`src/rtl/minimips_ctrl_pkg.sv`:
```
// Shared definitions for the MiniMips multi-cycle control path:
// state encoding, ALU operation codes and ALU B-operand selects.
package minimips_ctrl_pkg;

  typedef enum logic [3:0] {
    FETCH    = 4'd0,
    DECODE   = 4'd1,
    EXEC_R   = 4'd2,
    EXEC_I   = 4'd3,
    MEM_ADDR = 4'd4,
    MEM_RD   = 4'd5,
    MEM_WB   = 4'd6,
    MEM_WR   = 4'd7,
    ALU_WB   = 4'd8,
    BRANCH   = 4'd9
  } mcState_t;

  localparam logic [2:0] ALU_ADD   = 3'b000;
  localparam logic [2:0] ALU_SUB   = 3'b001;
  localparam logic [2:0] ALU_FUNCT = 3'b010;

  localparam logic [1:0] SRCB_RT  = 2'b00;
  localparam logic [1:0] SRCB_ONE = 2'b01;
  localparam logic [1:0] SRCB_IMM = 2'b10;

endpackage

```
`src/rtl/mc_output_decode.sv`:
```
// Combinational control-output decode for the multi-cycle controller.
// Moore on state, except the mem_ready-qualified fetch strobes and store retire.
module mc_output_decode
  import minimips_ctrl_pkg::*;
(
  input  mcState_t   state,
  input  logic       isRtype,
  input  logic       isBne,
  input  logic [1:0] ialuCode,
  input  logic       memReady,
  input  logic       decodeIllegal,
  output logic       pcWrite,
  output logic       irWrite,
  output logic       iOrD,
  output logic       memRead,
  output logic       memWrite,
  output logic       regDst,
  output logic       regWrite,
  output logic       memToReg,
  output logic       aluSrcA,
  output logic [1:0] aluSrcB,
  output logic [2:0] aluOp,
  output logic       branch,
  output logic       branchNot,
  output logic       instrDone,
  output logic       illegalOp
);

  always_comb begin
    pcWrite   = 1'b0;
    irWrite   = 1'b0;
    iOrD      = 1'b0;
    memRead   = 1'b0;
    memWrite  = 1'b0;
    regDst    = 1'b0;
    regWrite  = 1'b0;
    memToReg  = 1'b0;
    aluSrcA   = 1'b0;
    aluSrcB   = SRCB_RT;
    aluOp     = ALU_ADD;
    branch    = 1'b0;
    branchNot = 1'b0;
    instrDone = 1'b0;
    illegalOp = 1'b0;
    case (state)
      FETCH: begin
        memRead = 1'b1;
        aluSrcB = SRCB_ONE;
        irWrite = memReady;
        pcWrite = memReady;
      end
      DECODE: begin
        aluSrcB   = SRCB_IMM;
        illegalOp = decodeIllegal;
      end
      EXEC_R: begin
        aluSrcA = 1'b1;
        aluOp   = ALU_FUNCT;
      end
      EXEC_I: begin
        aluSrcA = 1'b1;
        aluSrcB = SRCB_IMM;
        aluOp   = {1'b1, ialuCode};
      end
      MEM_ADDR: begin
        aluSrcA = 1'b1;
        aluSrcB = SRCB_IMM;
      end
      MEM_RD: begin
        iOrD    = 1'b1;
        memRead = 1'b1;
      end
      MEM_WB: begin
        regWrite  = 1'b1;
        memToReg  = 1'b1;
        instrDone = 1'b1;
      end
      MEM_WR: begin
        iOrD      = 1'b1;
        memWrite  = 1'b1;
        instrDone = memReady;
      end
      ALU_WB: begin
        regWrite  = 1'b1;
        regDst    = isRtype;
        instrDone = 1'b1;
      end
      BRANCH: begin
        aluSrcA   = 1'b1;
        aluOp     = ALU_SUB;
        branch    = ~isBne;
        branchNot = isBne;
        instrDone = 1'b1;
      end
      default: ;
    endcase
  end

endmodule

```
`src/rtl/multicycle_main_control.sv`:
```
// MiniMips multi-cycle main control: state register, next-state logic and
// opcode-derived flags captured in DECODE; outputs come from mc_output_decode.
module multicycle_main_control
  import minimips_ctrl_pkg::*;
#(
  parameter int              OP_W       = 4,
  parameter logic [OP_W-1:0] OP_RTYPE   = OP_W'(4'b0000),
  parameter logic [OP_W-1:0] OP_IALU_LO = OP_W'(4'b0001),
  parameter logic [OP_W-1:0] OP_IALU_HI = OP_W'(4'b0100),
  parameter logic [OP_W-1:0] OP_BEQ     = OP_W'(4'b0101),
  parameter logic [OP_W-1:0] OP_BNE     = OP_W'(4'b0110),
  parameter logic [OP_W-1:0] OP_LW      = OP_W'(4'b1000),
  parameter logic [OP_W-1:0] OP_SW      = OP_W'(4'b1001)
) (
  input  logic            clk,
  input  logic            rst_n,
  input  logic [OP_W-1:0] op,
  input  logic            mem_ready,
  output logic            pc_write,
  output logic            ir_write,
  output logic            i_or_d,
  output logic            mem_read,
  output logic            mem_write,
  output logic            reg_dst,
  output logic            reg_write,
  output logic            mem_to_reg,
  output logic            alu_src_a,
  output logic [1:0]      alu_src_b,
  output logic [2:0]      alu_op,
  output logic            branch,
  output logic            branch_not,
  output logic            instr_done,
  output logic            illegal_op,
  output logic [3:0]      state
);

  mcState_t   curState, nextState;
  logic       isRtype, isBne, isSw;
  logic [1:0] ialuCode;

  logic       opRtype, opIalu, opBranch, opMem, opLegal;
  logic [1:0] ialuCodeNext;

  always_comb begin
    opRtype      = (op == OP_RTYPE);
    opIalu       = (op >= OP_IALU_LO) && (op <= OP_IALU_HI);
    opBranch     = (op == OP_BEQ) || (op == OP_BNE);
    opMem        = (op == OP_LW) || (op == OP_SW);
    opLegal      = opRtype || opIalu || opBranch || opMem;
    ialuCodeNext = 2'(op - OP_IALU_LO);
  end

  always_comb begin
    nextState = FETCH;
    case (curState)
      FETCH:    nextState = mem_ready ? DECODE : FETCH;
      DECODE: begin
        if (opRtype)       nextState = EXEC_R;
        else if (opIalu)   nextState = EXEC_I;
        else if (opBranch) nextState = BRANCH;
        else if (opMem)    nextState = MEM_ADDR;
        else               nextState = FETCH;
      end
      EXEC_R:   nextState = ALU_WB;
      EXEC_I:   nextState = ALU_WB;
      MEM_ADDR: nextState = isSw ? MEM_WR : MEM_RD;
      MEM_RD:   nextState = mem_ready ? MEM_WB : MEM_RD;
      MEM_WR:   nextState = mem_ready ? FETCH : MEM_WR;
      default:  nextState = FETCH;
    endcase
  end

  always_ff @(posedge clk or negedge rst_n) begin
    if (!rst_n) begin
      curState <= FETCH;
      isRtype  <= 1'b0;
      isBne    <= 1'b0;
      isSw     <= 1'b0;
      ialuCode <= '0;
    end else begin
      curState <= nextState;
      // Flags latch only in DECODE so later op changes cannot disturb the instruction.
      if (curState == DECODE) begin
        isRtype  <= opRtype;
        isBne    <= (op == OP_BNE);
        isSw     <= (op == OP_SW);
        ialuCode <= ialuCodeNext;
      end
    end
  end

  assign state = curState;

  mc_output_decode uDecode (
    .state         (curState),
    .isRtype       (isRtype),
    .isBne         (isBne),
    .ialuCode      (ialuCode),
    .memReady      (mem_ready),
    .decodeIllegal (~opLegal),
    .pcWrite       (pc_write),
    .irWrite       (ir_write),
    .iOrD          (i_or_d),
    .memRead       (mem_read),
    .memWrite      (mem_write),
    .regDst        (reg_dst),
    .regWrite      (reg_write),
    .memToReg      (mem_to_reg),
    .aluSrcA       (alu_src_a),
    .aluSrcB       (alu_src_b),
    .aluOp         (alu_op),
    .branch        (branch),
    .branchNot     (branch_not),
    .instrDone     (instr_done),
    .illegalOp     (illegal_op)
  );

endmodule

```
`config.mk`:
```
export PLATFORM = sky130hd
export DESIGN_NAME = multicycle_main_control
export DESIGN_NICKNAME = d
export VERILOG_FILES = /design/src/rtl/minimips_ctrl_pkg.sv /design/src/rtl/mc_output_decode.sv /design/src/rtl/multicycle_main_control.sv
export SDC_FILE = /design/constraint.sdc
export NUM_CORES = 1
export LEC_CHECK = 0
export BUFFER_PORTS_ARGS = -buffer_cell sky130_fd_sc_hd__buf_2
export CAP_MARGIN = 20
export CORE_AREA = 2 2 42 44
export DETAILED_ROUTE_END_ITERATION = 12
export DIE_AREA = 0 0 44 46
export GPL_TIMING_DRIVEN = 1
export MAX_ROUTING_LAYER = met4
export PLACE_DENSITY = 0.78
export SETUP_SLACK_MARGIN = 0.4
export SYNTH_ARGS = -nofsm -noshare
export SYNTH_HDL_FRONTEND = slang
export SYNTH_SLANG_ARGS = --single-unit
```
`constraint.sdc`:
```
create_clock -name clk -period 2.4 [get_ports clk]
set_input_delay 0.12 -clock clk [delete_from_list [all_inputs] [get_ports clk]]
set_output_delay 0.12 -clock clk [all_outputs]
set_load 0.01 [all_outputs]
```
* Word level (Yosys, flattened, before mapping)
Cells that the tools add are included.
** Word-level totals
- Word-level logic and storage cells :: 61
- Register bits :: 9
- Output and inout bits :: 22
- Bits of input ports :: 7
** Cells by class
- Bitwise logic cells :: 2
- Reduce and logical (&&, ||, !) cells :: 15
- Magnitude comparators :: 2
- Multiplexer cells :: 23
- $add $sub $neg :: 1
- Equality and inequality tests :: 13
** Operators by type and width (count)
- 4-bit by 3-bit equality test with 1-bit output, second input constant :: 6
- 4-bit case mux with 6 select lines :: 1
- 4-bit equality test, second input constant :: 4
- 1-bit 2-to-1 mux :: 12
- 4-bit 2-to-1 mux :: 3
- 3-bit case mux with 3 select lines :: 1
- 4-bit by 2-bit equality test with 1-bit output, second input constant :: 2
- 4-bit logical NOT :: 2
- 2-bit OR reduction :: 4
- 3-bit 2-to-1 mux :: 2
- 3-bit OR reduction :: 2
- 1-bit logical OR :: 5
- 4-bit by 1-bit equality test with 1-bit output, second input constant :: 1
- 4-bit by 1-bit greater-or-equal comparator with 1-bit output, second input constant :: 1
- 4-bit by 3-bit <= comparator with 1-bit output, second input constant :: 1
- 2-bit 2-to-1 mux :: 2
- 2-bit case mux with 2 select lines :: 1
- 4-bit OR reduction :: 1
- 1-bit inverter :: 2
- 1-bit case mux with 2 select lines :: 1
- 2-bit by 1-bit subtractor with 2-bit output, second input constant :: 1
- 1-bit logical AND :: 1

* Longest topological paths before layout
Gate-level depths: netlist of the first run.
- Depth after elaboration :: 7
- Depth in mapped cells :: 5
- Depth with buffers taken out :: 5

* By module
Synthesis of the first run repeated with hierarchy kept, for this count alone.
** Second synthesis, totals
- Cell total of the unflattened synthesis :: 91
- Area, all modules :: 765.7 um^2
** By module, submodules not included
- multicycle_main_control :: area each 519.2 um^2, cells each 54, sequential area each 225.2 um^2, times used 1
- mc_output_decode :: area each 246.5 um^2, cells each 37, sequential area each 0.0 um^2, times used 1

* Worst setup path before layout of the first run
No wires, ideal clock.
- Path type :: register -> output
- Start :: register curState[1], in the netlist state[1]
- End :: output port illegal_op
- Data arrival time :: 1.533 ns
- Buffers on the path :: 1
- Data required time :: 2.280 ns
- Cell stages (with the launch flop) :: 4
- Setup slack :: 0.747 ns
- Path through :: dfrtp_1 > or4b_4 > buf_2 > nor4_2
** Between the ends
- Word-level cells in the longest chain between the ends :: 2
** RTL lines
- start, declared :: line multicycle_main_control.sv:37 : mcState_t curState, nextState;
- start signal, assigned :: line multicycle_main_control.sv:81 : curState <= nextState;
- 4-bit by 1-bit equality test with 1-bit output :: line mc_output_decode.sv:45 : case (state)
- 1-bit 2-to-1 mux :: line mc_output_decode.sv:45
- end, declared :: line multicycle_main_control.sv:33 : output logic illegal_op,
Every way passes these cells.

* Worst setup path after layout of the first run
Same ends and word-level chain as after synthesis.

==> results of run 1 <==
## flip-flops by register name, summed over array words and instances (netlist names)
signal / count
ialuCode: 2
isBne: 1
isRtype: 1
isSw: 1
state: 4
## worst paths after layout
| check | to | cells past startpoint | slack [ps] |
|---|---|---|---|
| setup reg to reg | state[0] | 4 | 600 |
| max in group asynchronous | state[3] | 2 | 1940 |
| hold reg to reg | isRtype | 2 | 480 |
| setup / recovery | illegal_op | 3 | 490 |
| hold / removal | ialuCode[0] | 2 | 80 |
| min in group asynchronous | isSw | 2 | 260 |
## layer usage
| metal | vias up | GRT usage [%] | wire length [um] |
|---|---|---|---|
| met1 | 365 | 24.15 | 816 |
| met4 | 0 | 12.73 | 43 |
| met3 | 5 | 3.571 | 97 |
| li1 | 395 | - | - |
| met2 | 30 | 29.71 | 892 |
| met5 | - | - | 0 |
## cells in the final DEF (no fill, tap or decap), types with 2 or more instances in the layout
master	n
sky130_fd_sc_hd__buf_2	28
sky130_fd_sc_hd__nand2_1	12
sky130_fd_sc_hd__inv_1	8
sky130_fd_sc_hd__a21oi_1	7
sky130_fd_sc_hd__dfrtp_1	7
sky130_fd_sc_hd__nor2_1	6
sky130_fd_sc_hd__buf_4	6
sky130_fd_sc_hd__o21ai_0	5
sky130_fd_sc_hd__and3_1	4
sky130_fd_sc_hd__nor2b_1	4
sky130_fd_sc_hd__ha_1	4
sky130_fd_sc_hd__nand2b_1	3
sky130_fd_sc_hd__clkbuf_4	3
sky130_fd_sc_hd__and2_1	2
sky130_fd_sc_hd__xor2_1	2
sky130_fd_sc_hd__o22ai_1	2
sky130_fd_sc_hd__o31ai_1	2
sky130_fd_sc_hd__dfrtp_2	2
## cell families (layout without fill, tap and decap cells)
logic type / Yosys count / in the layout / synth area share [%]
xor+xnor: 2 / 2 / 2.353
flops: 9 / 9 / 30.25
compound gates: 25 / 25 / 21.85
mux: 1 / 1 / 1.345
simple gates: 38 / 38 / 28.23
fa+ha+maj: 4 / 4 / 6.723
buf+inv: 16 / 47 / 9.243
## final cells by class
class | instances | area, um^2 | share of cell area [%]
clock buffers | 4 | 26.28 | 2.763
inverters | 8 | 30.03 | 3.158
multi-input cells | 70 | 450.4 | 47.37
flip-flops and latches | 9 | 227.7 | 23.95
well taps | 17 | 21.27 | 2.237
repair buffers | 35 | 195.2 | 20.53
## power by group through the flow
stage	Sequential, uW	Clock (uW)	Combinational (uW)
3_5_place_dp	304	0	657
2_1_floorplan	267	0	494
5_1_grt	311	129	811
4_1_cts	302	123	662
3_3_place_gp	297	0	651
6_report	301	122	740
## what timing repair did
action / CTS / global route
setup buffers: 0 / 5
hold buffers: 1 / 0
pin swaps: 0 / 1
hold endpoints to repair: 9 / 0
resized for setup: 1 / 1
setup endpoints to repair: 1 / 1
## critical path, delay by kind of cell (launching register included)
kind | cells | cell delay, ps
and+or+nand+nor | 2 | 850
buffers and inverters | 1 | 160
DFF | 1 | 500
## stage by stage
stage               hold WS (ps)  cells  power, uW  setup WS, ps
floorplan                 -175.6     95      761.0         747.4
global placement          -22.37    133      948.3         675.7
detailed placement        -20.42    133      961.2         633.9
CTS                        82.22    138       1087         424.0
global route               86.41    143       1251         398.6
finish                     80.40    143       1162         488.6
==> run_results.csv, run 1 <==
group,metric,value,unit
run_status,run_status,"complete, no violations",
sta,final-hold-violation-count,0,
power,ir_worst_vdd,0.4791,mV
critical_path,critical_path.endpoint_type,"output pin",
synthesis,yosys.cell_count.top_type,"sky130_fd_sc_hd__nand2_1",
synthesis,synthFlopType,"sky130_fd_sc_hd__dfrtp_1",
synthesis,synth_common_cells,"sky130_fd_sc_hd__nand2_1 (12), sky130_fd_sc_hd__dfrtp_1 (9), sky130_fd_sc_hd__inv_1 (8)",
sta,setup_total_negative_slack,0,ps
power,clock_power_share,10.5,%
sta,setup_viol_count_final,0,
routing,drt_first_pass_iters,4,
power,power-per-cell-area,1222,nW/um^2
critical_path,timing.critical_path.cells,"or4b_4, nor4_2, buf_2",
routing,avgRoutedWirePerCell,12.94,um
placement,hpwl_dp,1298,um
power,seq_power_share,25.9,%
run,max_cap_violations,0,
grt,globalRouteOverflowTotal,0,
synthesis,synth_sequential_area_ratio,30.25,%
die,core,1614,um^2
routing,viasPerCell,5.559,
critical_path,critPathArrivalTime,1790,ps
grt,grt_pass1_wl,2773,um
sta,achievable-frequency,523.2,MHz
sta,slew_headroom,74.10,%
critical_path,worst_ep_required_time,2280,ps
synthesis,syn_avg_cell_area,7.836,um^2
cells_and_area,diodes,0,
die,placement_rows,15,
synthesis,yosys-top-cells-area,"sky130_fd_sc_hd__dfrtp_1 (30%), sky130_fd_sc_hd__ha_1 (6.7%), sky130_fd_sc_hd__nand2_1 (6.1%), sky130_fd_sc_hd__a21oi_1 (4.7%), sky130_fd_sc_hd__inv_1 (4.0%)",
die,initial_utilization,46.12,%
critical_path,startpoint,"state[1]",
critical_path,timing.rr.start,"state[1]",
synthesis,async_set_reset_flop_share_out_of_synthesis,100.0,%
sta,tightestPinTransition,378.7,ps
sta,timing.clock.skew,4.184,ps
sta,timing.final.crit_share,79.64,%
grt,grt_max_degree,19,
clocking,clock_insertion_delay_worst_skew,270,ps
clocking,tritoncts,"yes",
routing,drt_drc_violations_left,0,
placement,io_buffers,28,
critical_path,critical_path.max_stage_delay,600,ps
routing,drt-total-wl,1850,um
sta,rsz0062_at_grt,"false",
synthesis,synth_enable_flop_cells,0,
grt,grt_pass1_vias,646,
routing,dr_total_vias,795,
power,intPower,617.6,uW
clocking,htreeDepth,1,
critical_path,path_max_fanout,15,
clocking,tritoncts.num_buffers,3,
power,netSwitchingPower,544.4,uW
routing,drtAntennaViolNets,0,
power,sw_frac_of_total,46.85,%
die,io_pins,29,
sta,report.final.slew_viol_count,0,
die,die_h,46,um
critical_path,crit_slowest_cell,"sky130_fd_sc_hd__or4b_4",
synthesis,syn-cell-area,744.5,um^2
die,die_area,2024,um^2
min_path,hold_path_class,"in -> reg",
grt,track_usage,19.71,%
synthesis,mappedNetlistNets,106,
synthesis,synthCells,95,
cells_and_area,final_nets,138,
synthesis,post_synthesis_sequential_element_count,9,
clocking,clock-sinks,9,
placement,gp_routability_congestion,0.7716,
synthesis,synth_cell_types,34,
placement,placed_area,874.6,um^2
cells_and_area,layout.cell_area.non_filler,950.9,um^2
sta,final_critical_delay_including_setup_and_external_delays,1911,ps
critical_path,cp-start-kind,"register",
synthesis,synthesis.yosys.warnings,0,
synthesis,synthDominantCellAreaShare,30.25,%
min_path,hold_path.startpoint,"op[0]",
clocking,clk_root_buffer_cell,"sky130_fd_sc_hd__clkbuf_4",
routing,detail_route.iter0.violations,7,
cells_and_area,filler_cell_count,161,
clocking,cts.reportedPaths.clkPinSlew,60,ps
cells_and_area,utilization,58.91,%
clocking,cts_buffer_depth,2,
cells_and_area,layout-drive-gt1-share,32.54,%
synthesis,netlist.top_cell.by_area,"sky130_fd_sc_hd__dfrtp_1",
grt,initial_antenna_violation_count,0,
cells_and_area,synthToLayoutAreaGrowth,27.73,%
power,leakage,0.0005077,uW
critical_path,critical_setup_path_kind,"reg -> out",
power,power_frac_comb,63.6,%
die,die_width,44,um
No activity file was read; power rests on OpenSTA's default activity.
==> inputs of run 2 (changes only) <==
Settings changed: ABC_AREA from default to 1, CORE_AREA 2 2 42 44 to 2 2 45 47, DIE_AREA 0 0 44 46 to 0 0 47 49, PLACE_DENSITY 0.78 to 0.71.
Clock period 2.4 ns to 1.7 ns, I/O delays scaled along.
==> run 2 against run 1 <==
First-iteration DRC count increased by 140%. Clock skew decreased by 3.0 ps. Combinational power decreased by 0.5%. Utilization increased by 2.3 points. Non-clock buffer count increased by 11. Clock-buffer cell count unchanged. Critical endpoint is now alu_op[1]. Critical path depth increased by 2. Sequential share of layout area decreased by 3.5 points. Highest routed layer unchanged. Register-to-register slack got worse by 90 ps. Cell count increased by 31%. Clock power increased by 26%. Design area increased by 19%.
==> run_results.csv, run 2 <==
group,metric,value,unit
run_status,run_status,"complete, no violations",
clocking,htreeDepth,1,
min_path,min_delay_path_depth,2,
synthesis,synth_sequential_area_ratio,31.20,%
synthesis,synthCells,111,
synthesis,synth_enable_flop_cells,0,
critical_path,worst_ep_required_time,1620,ps
critical_path,critical_path.max_stage_delay,450,ps
die,core,1842,um^2
placement,io_buffers,28,
synthesis,syn_avg_cell_area,6.504,um^2
synthesis,synthDominantCellAreaShare,31.20,%
clocking,cts.reportedPaths.clkPinSlew,50,ps
die,die_area,2303,um^2
grt,grt_pass1_wl,2918,um
clocking,tritoncts.num_buffers,3,
cells_and_area,utilization,61.21,%
cells_and_area,filler_cell_count,175,
cells_and_area,final_nets,172,
sta,slew_headroom,82.50,%
routing,dr_total_vias,850,
routing,detail_route.iter0.violations,17,
critical_path,critical_setup_path_kind,"reg -> out",
sta,achievable-frequency,704.8,MHz
clocking,tritoncts,"yes",
clocking,clk_root_buffer_cell,"sky130_fd_sc_hd__clkbuf_4",
synthesis,syn-cell-area,721.9,um^2
power,ir_worst_vdd,0.4644,mV
synthesis,synth_common_cells,"sky130_fd_sc_hd__nand2_1 (31), sky130_fd_sc_hd__inv_1 (22), sky130_fd_sc_hd__nor2_1 (12)",
grt,globalRouteOverflowTotal,0,
synthesis,post_synthesis_sequential_element_count,9,
routing,viasPerCell,4.545,
sta,final_critical_delay_including_setup_and_external_delays,1419,ps
clocking,cts_buffer_depth,2,
critical_path,setup.reg_to_reg.worst_slack,510,ps
die,die_width,47,um
grt,grt_pass1_vias,720,
critical_path,timing.critical_path.cells,"nor2_4, buf_6, nand2_2, nor2_1, buf_2",
cells_and_area,layout-drive-gt1-share,48.13,%
grt,grt_max_degree,10,
sta,setup_total_negative_slack,0,ps
clocking,clock_insertion_delay_worst_skew,250,ps
routing,drt_first_pass_iters,4,
sta,report.final.slew_viol_count,0,
grt,initial_antenna_violation_count,0,
critical_path,path_max_fanout,4,
synthesis,synthFlopType,"sky130_fd_sc_hd__dfrtp_1",
run,max_cap_violations,0,
critical_path,critPathArrivalTime,1330,ps
synthesis,yosys-top-cells-area,"sky130_fd_sc_hd__dfrtp_1 (31%), sky130_fd_sc_hd__nand2_1 (16%), sky130_fd_sc_hd__inv_1 (11%), sky130_fd_sc_hd__nand3_1 (7.6%), sky130_fd_sc_hd__ha_1 (6.9%)",
die,die_h,49,um
power,power-per-cell-area,1099,nW/um^2
routing,drt-total-wl,1933,um
sta,final-hold-violation-count,0,
placement,gp_routability_congestion,0.9600,
routing,avgRoutedWirePerCell,10.34,um
synthesis,netlist.top_cell.by_area,"sky130_fd_sc_hd__dfrtp_1",
cells_and_area,most-common-layout-cells,"sky130_fd_sc_hd__nand2_1 (26), sky130_fd_sc_hd__buf_2 (26), sky130_fd_sc_hd__inv_1 (15)",
sta,rsz0062_at_grt,"true",
routing,drtAntennaViolNets,0,
cells_and_area,synthToLayoutAreaGrowth,56.15,%
critical_path,critical_path.endpoint_type,"output pin",
die,io_pins,29,
cells_and_area,largest_reg_flops,4,
sta,timing.final.crit_share,83.46,%
die,placement_rows,16,
clocking,clock-sinks,9,
critical_path,cp-start-kind,"register",
synthesis,synth_cell_types,16,
power,leakage,0.0006754,uW
sta,setup_viol_count_final,0,
sta,fin_worst_hold_slack,66.88,ps
placement,hpwl_dp,1362,um
sta,timing.clock.skew,1.154,ps
sta,tightestPinTransition,260.4,ps
critical_path,crit_slowest_cell,"sky130_fd_sc_hd__dfrtp_2",
routing,drt_drc_violations_left,0,
grt,track_usage,18.12,%
synthesis,mappedNetlistNets,122,
cells_and_area,diodes,0,
critical_path,worst_case_reg_to_reg_path_depth,5,
min_path,hold_path_class,"in -> reg",
synthesis,async_set_reset_flop_share_out_of_synthesis,100.0,%
die,initial_utilization,39.20,%
synthesis,yosys.cell_count.top_type,"sky130_fd_sc_hd__nand2_1",
synthesis,synthesis.yosys.warnings,0,
-- run 2: changes by cell type after synthesis, moves of 5 or more --
cell                       previous run  this run
sky130_fd_sc_hd__nor2_1               6        12
sky130_fd_sc_hd__nand2_1             12        31
sky130_fd_sc_hd__clkbuf_1             5         0
sky130_fd_sc_hd__a21oi_1              7         2
sky130_fd_sc_hd__inv_1                8        22
sky130_fd_sc_hd__nand3_1              0        11
-- run 2: metrics by stage --
stage / power (uW) / cell area [um^2] / worst slack, ps / cells
final: 1239 / 1127 / 281.2 / 187
after global routing: 1336 / 1127 / 203.0 / 187
after CTS: 1162 / 1071 / 299.7 / 182
after detailed placement: 820.4 / 888.4 / 430.2 / 165
after global placement: 814.9 / 888.4 / 448.6 / 165
after floorplan: 658.0 / 721.9 / 538.3 / 111
-- run 2: cell families (layout without fill, tap and decap cells) --
group	after synthesis	in the layout	synth area share (%)
and+or+nand+nor	64	64	42.11
adders and majority gates	4	4	6.933
buffers and inverters	25	74	13.52
DFF	9	9	31.20
AOI/OAI and AO/OA	9	9	6.239
-- run 2: final cells by class --
| type | count | area [um^2] | share of cell area [%] |
|---|---|---|---|
| Sequential cell | 9 | 230.2 | 20.42 |
| Multi-Input combinational cell | 77 | 441.7 | 39.18 |
| Tap cell | 27 | 33.78 | 2.997 |
| Inverter | 24 | 90.09 | 7.991 |
| Clock buffer | 4 | 26.28 | 2.331 |
| Timing Repair Buffer | 46 | 305.3 | 27.08 |
-- run 2: what timing repair did --
action	in CTS	in global routing
buffers inserted	12	5
hold buffers	1	0
pin swaps	9	7
endpoints found under the hold margin	9	0
setup endpoints to repair	17	18
resized for setup	24	7
-- run 2: per-layer routing --
metal	GRT usage [%]	vias up	routed length, um
met4	9.722	0	48
met3	2.593	6	114
met1	20.09	373	762
met5	-	-	0
li1	-	439	-
met2	29.91	32	1007
-- run 2: worst max-delay path, delay by kind of cell, from the launching register on --
family	cells	cell delay (ps)
buf+inv	2	290
flops	1	450
simple gates	3	350
-- run 2: worst paths after layout --
path                           from           to
min reg2reg                    isSw         isSw
max in group asynchronous     rst_n     state[0]
min                           op[0]  ialuCode[0]
min in group asynchronous     rst_n        isBne
max                        state[3]    alu_op[1]
max reg2reg                state[0]     state[2]
-- run 2: report_power, final --
| group | internal (uW) | leakage, uW | switching, uW | total (uW) |
|---|---|---|---|---|
| clock | 89.8 | 0.0000150 | 64.4 | 154 |
| sequential | 287 | 0.000111 | 61.3 | 349 |
| combinational | 349 | 0.000550 | 387 | 736 |
| total | 726 | 0.000675 | 513 | 1240 |
